File: src/rtl/rangefinder_pkg.sv
// Shared definitions for the rangefinder front end.
// Holds the 2-bit shot-controller state encoding, the default timing
// parameters (all in ref_clk cycles) and a helper that turns a cycle
// count into the terminal value of a 16-bit up-counter.
package rangefinder_pkg;

    typedef enum logic [1:0] {
        S_IDLE    = 2'd0,
        S_FIRE    = 2'd1,
        S_LISTEN  = 2'd2,
        S_HOLDOFF = 2'd3
    } shot_state_t;

    localparam int unsigned DEF_FIRE_LEN = 4;
    localparam int unsigned DEF_BLANK    = 8;
    localparam int unsigned DEF_WINDOW   = 50000;
    localparam int unsigned DEF_HOLDOFF  = 32;

    // Last counter value of an interval of n cycles that starts at 0.
    function automatic logic [15:0] last_cnt(input int unsigned n);
        return 16'(n - 1);
    endfunction

endpackage

File: src/rtl/laser_shot_controller.sv
// Laser shot sequencer for a time-of-flight rangefinder.
// A start pulse in IDLE fires the laser for FIRE_LEN cycles, then the block
// listens for an echo until WINDOW cycles after the first fire cycle, ignoring
// echoes during the first BLANK cycles. An accepted echo latches the time of
// flight; no echo yields a timeout strobe. A HOLDOFF quiet interval follows
// every shot before another start is honoured.
//
// Ports
//   ref_clk     in   sole clock, rising edge
//   reset       in   asynchronous active-low reset
//   start       in   shot request pulse, honoured only in IDLE
//   echo        in   echo pulse, already synchronous to ref_clk
//   laser_fire  out  laser trigger (registered)
//   busy        out  high outside IDLE (registered)
//   tof_count   out  time of flight in cycles from first fire cycle
//   tof_valid   out  1-cycle strobe, tof_count updated
//   timeout     out  1-cycle strobe, window expired without echo
//
// state   | meaning
// --------+---------------------------------------------------
// IDLE    | waiting for start, counter parked at 0
// FIRE    | laser on, counter runs from 0 to FIRE_LEN-1
// LISTEN  | laser off, counter keeps running, echo sampled
// HOLDOFF | quiet interval, counter restarted at 0
module laser_shot_controller
    import rangefinder_pkg::*;
#(
    parameter int unsigned FIRE_LEN = DEF_FIRE_LEN,
    parameter int unsigned BLANK    = DEF_BLANK,
    parameter int unsigned WINDOW   = DEF_WINDOW,
    parameter int unsigned HOLDOFF  = DEF_HOLDOFF
) (
    input  logic        ref_clk,
    input  logic        reset,
    input  logic        start,
    input  logic        echo,
    output logic        laser_fire,
    output logic        busy,
    output logic [15:0] tof_count,
    output logic        tof_valid,
    output logic        timeout
);

    localparam logic [15:0] FIRE_LAST    = last_cnt(FIRE_LEN);
    localparam logic [15:0] WINDOW_LAST  = last_cnt(WINDOW);
    localparam logic [15:0] HOLDOFF_LAST = last_cnt(HOLDOFF);
    localparam logic [15:0] BLANK_CNT    = 16'(BLANK);

    shot_state_t state_q;
    logic [15:0] cnt_q;
    logic        laser_q;
    logic        busy_q;
    logic [15:0] tof_q;
    logic        tof_valid_q;
    logic        timeout_q;

    always_ff @(posedge ref_clk or negedge reset) begin
        if (!reset) begin
            state_q     <= S_IDLE;
            cnt_q       <= '0;
            laser_q     <= 1'b0;
            busy_q      <= 1'b0;
            tof_q       <= '0;
            tof_valid_q <= 1'b0;
            timeout_q   <= 1'b0;
        end else begin
            tof_valid_q <= 1'b0;
            timeout_q   <= 1'b0;
            unique case (state_q)
                S_IDLE: begin
                    if (start) begin
                        state_q <= S_FIRE;
                        cnt_q   <= '0;
                        laser_q <= 1'b1;
                        busy_q  <= 1'b1;
                    end
                end
                S_FIRE: begin
                    // Counter is not cleared here: LISTEN measures from the
                    // first fire cycle.
                    cnt_q <= cnt_q + 16'd1;
                    if (cnt_q == FIRE_LAST) begin
                        state_q <= S_LISTEN;
                        laser_q <= 1'b0;
                    end
                end
                S_LISTEN: begin
                    // Echo is checked before window expiry so that an echo on
                    // the last window cycle still counts as a hit.
                    if (echo && (cnt_q >= BLANK_CNT)) begin
                        state_q     <= S_HOLDOFF;
                        tof_q       <= cnt_q;
                        tof_valid_q <= 1'b1;
                        cnt_q       <= '0;
                    end else if (cnt_q == WINDOW_LAST) begin
                        state_q   <= S_HOLDOFF;
                        timeout_q <= 1'b1;
                        cnt_q     <= '0;
                    end else begin
                        cnt_q <= cnt_q + 16'd1;
                    end
                end
                S_HOLDOFF: begin
                    if (cnt_q == HOLDOFF_LAST) begin
                        state_q <= S_IDLE;
                        busy_q  <= 1'b0;
                        cnt_q   <= '0;
                    end else begin
                        cnt_q <= cnt_q + 16'd1;
                    end
                end
                default: begin
                    state_q <= S_IDLE;
                    cnt_q   <= '0;
                    laser_q <= 1'b0;
                    busy_q  <= 1'b0;
                end
            endcase
        end
    end

    assign laser_fire = laser_q;
    assign busy       = busy_q;
    assign tof_count  = tof_q;
    assign tof_valid  = tof_valid_q;
    assign timeout    = timeout_q;

endmodule

File: config.mk
export PLATFORM = sky130hd
export DESIGN_NAME = laser_shot_controller
export DESIGN_NICKNAME = d
export VERILOG_FILES = /design/src/rtl/rangefinder_pkg.sv /design/src/rtl/laser_shot_controller.sv
export SDC_FILE = /design/constraint.sdc
export NUM_CORES = 1
export LEC_CHECK = 0
export ABC_AREA = 1
export CORE_UTILIZATION = 36
export CTS_BUF_LIST = sky130_fd_sc_hd__clkbuf_8
export CTS_CLUSTER_SIZE = 10
export DETAILED_ROUTE_END_ITERATION = 7
export GPL_ROUTABILITY_DRIVEN = 1
export GPL_TIMING_DRIVEN = 1
export HOLD_SLACK_MARGIN = 0.02
export SLEW_MARGIN = 20
export SYNTH_ARGS = -nofsm -noshare
export SYNTH_HDL_FRONTEND = slang
export SYNTH_SLANG_ARGS = --single-unit
File: constraint.sdc
create_clock -name ref_clk -period 2.1 [get_ports ref_clk]
set_clock_uncertainty 0.2 [all_clocks]
set_input_delay 0.42 -clock ref_clk [delete_from_list [all_inputs] [get_ports ref_clk]]
set_output_delay 0.42 -clock ref_clk [all_outputs]
set_load 0.01 [all_outputs]
==> out/qor.yml <==
synth:
  synth_xor_area_share_pct: 0.823
  yosysSeqAreaShare_pct: 44.7
  synth-compound-area-share_pct: 7.93
  yosys.area_share.simple_pct: 34.7
  synth.area.top_cells: "dfrtp_1 (45%), nand2_1 (17%), inv_1 (5.3%)"
  yosys_warnings: 0
  synth-edff-count: 0
  synth_top_area_share_pct: 44.7
  synth_seq_cells: 38
  syn_area_per_cell_um2: 7.47
  yosys-top-cells-count: "nand2_1 (98), dfrtp_1 (38), inv_1 (30)"
  asyncSetResetFlopFracSynth_pct: 100
  synthMuxAreaShare_pct: 0
  ys_types: 26
  synth_area_um2: 2130
  yosys_most_used_dff: "dfrtp_1"
  synth_top_family_by_area: "simple AND/OR/NAND/NOR gates"
  synth-adder-area-share_pct: 4.11
  synth_top_cell_by_area: "dfrtp_1"
  syn_nets: 296
  yosys.cell_count.top_type: "nand2_1"
  synth_cells: 285
setup_path:
  crit_path_start: "cnt_q[1]$_DFFE_PN0N_"
  startpoint_type: "flip-flop"
  worst-path-stages: 8
  crit_chain: "ha_2 > nand2_2 > nor2_1 > nand3_1 > nand2_2 > nand3_4 > nand2_1 > nand2_1"
  cpLargestDelayFamily: "simple AND/OR/NAND/NOR gates"
  rr_endpoint: "cnt_q[10]$_DFFE_PN0N_"
  endpoint_kind: "flip-flop"
  cp_num_buf_inv: 0
  critPathMaxFanout: 15
  max_stage_delay_ns: 0.41
  r2r_slack_ns: 0.20
  cp.required_ns: 2.08
  crit_type: "reg2reg"
  crit_arrival_ns: 1.88
  timing.rr.start: "cnt_q[1]$_DFFE_PN0N_"
  critPathSlowestCell: "dfrtp_1"
  ff2ff_path_depth: 8
timing:
  rsz0062_at_grt: "no"
  tightest_slew_ns: 0.383
  period_minus_slack_ns: 1.90
  slew_headroom_pct: 74.3
  period_share_pct: 90.7
  hold_violations: 0
  drv_slew: 0
  setup_ws_ns: 0.196
  fmaxAchievable_ghz: 0.525
  totalNegativeSetupSlack_ns: 0
  setup_viol: 0
power:
  peakVddDrop_uv: 650
  p_per_area_nw_per_um2: 909
  p_leak_nw: 1.24
clock_network:
  clock_latency_ns: 0.29
  clock_sinks: 38
  cts-root-buf: "clkbuf_8"
  tritoncts: "done"
  cts_buffers: 5
  path_clk_slew_ns: 0.08
  post-cts-setup-buffers: 0
  clock_path_buffers: 2
  htree_num_levels: 2
die:
  start_util_pct: 38.0
  pin_count: 24
  core_area_um2: 5610
  fp.dieW_um: 78.9
  die_area_um2: 6230
  row_count: 27
  die_h_um: 78.9
placed_design:
  place.gp.congestion: 0.847
  dpl_worst_slack_ns: 0.160
  hpwlAfterDp_mm: 3.20
  portBuffers: 23
worst_hold_path:
  min_path_type: "reg2reg"
  hp-start: "tof_count[2]$_DFFE_PN0P_"
  min_delay_worst_endpoint: "tof_count[2]$_DFFE_PN0P_"
  holdPathStages: 2
drt:
  first_iter_violations: 138
  wl_per_cell_um: 11.5
  antenna_left: 0
  vias: 1800
  vias_per_cell: 4.64
  drtPass1Iterations: 4
  drc_errors: 0
  routed_wl_mm: 4.46
global_route:
  grt_usage_pct: 16.0
  grt_pass1_wl_mm: 7.83
  antenna_found_initial: 0
  grt_pass1_vias: 1635
  grt_max_degree: 39
  globalRouteOverflowTotal: 0
flow_run:
  max-cap-violations: 0
run_status:
  status: "completed"
finish:
  fin_nets: 326
  antenna_cells: 0
  final_core_utilization_pct: 46.9
  drive_gt1_share_pct: 11.4
  nFillCells: 573
  area_delta_synth_final_pct: 23.4
-- where the power goes --
group	internal, mW	switching [mW]	leakage (nW)
combinational	0.280	0.482	0.651
clock	0.507	0.275	0.0714
sequential	0.794	0.0523	0.521
-- worst min-delay path, stage by stage, from the launching register on --
cell	delay (ns)
dfrtp_1	0.35
nand2_1	0.05
nand2_1	0.05
-- placed cells by master (no fill, tap or decap), types with 4 or more instances in the layout --
master,instances
a21oi_1,6
clkbuf_8,6
nand3_1,12
dfrtp_1,38
buf_4,4
nor3_1,4
nand2_2,9
ha_1,6
o21ai_0,22
inv_1,30
clkdlybuf4s50_1,22
nor2_1,28
nand4_1,5
nand2_1,98
-- area by class of cell --
cell class | instances | area (µm²) | area share (%)
clock buffers | 6 | 82.6 | 3.14
clock inverters | 2 | 60.1 | 2.29
inverters | 33 | 124 | 4.71
multi-input cells | 207 | 1010 | 38.6
flip-flops and latches | 38 | 951 | 36.2
well taps | 72 | 90.1 | 3.43
repair buffers | 30 | 305 | 11.6
-- cell families (layout without fill, tap and decap cells) --
family / count (synthesis) / after routing
adders and majority gates: 7 / 7
DFF: 38 / 38
xor gates and xnor gates: 2 / 2
AOI/OAI and AO/OA: 32 / 32
and+or+nand+nor: 166 / 166
buffers and inverters: 40 / 71
-- registers in the layout, summed over array words and instances, names as in the netlist --
signal      cells
timeout         1
tof_count      16
laser_fire      1
state_q         2
tof_valid       1
cnt_q          16
busy            1
-- layer usage --
metal	wire length, µm	track usage (%)
met3	221	2.76
met1	2280	23.1
met5	0	0
met4	64	4.91
met2	1890	24.3
-- how the worst max path moves through the flow --
| stage | to |
|---|---|
| finish | cnt_q[10]$_DFFE_PN0N_ |
| global route | cnt_q[10]$_DFFE_PN0N_ |
| CTS | cnt_q[10]$_DFFE_PN0N_ |
| detailed placement | state_q[0]$_DFFE_PN0P_ |
| global placement | state_q[1]$_DFFE_PN0P_ |
| floorplan | cnt_q[2]$_DFFE_PN0N_ |
-- per-stage QoR --
step                area [µm²]  hold WS (ns)  total power [mW]  cells
floorplan                 2130       -0.0756              1.41    285
global placement          2470         0.206              1.62    379
detailed placement        2470         0.204              1.63    379
CTS                       2630         0.289              2.42    388
global route              2630         0.310              2.55    388
finish                    2630         0.281              2.39    388
-- repair_timing --
item / in CTS / in global routing
endpoints found under the setup margin: 0 / 1
hold buffers: 1 / 0
endpoints found under the hold margin: 38 / 0
resized for setup: 0 / 1
Note: power is estimated with default switching activity, not from simulation.
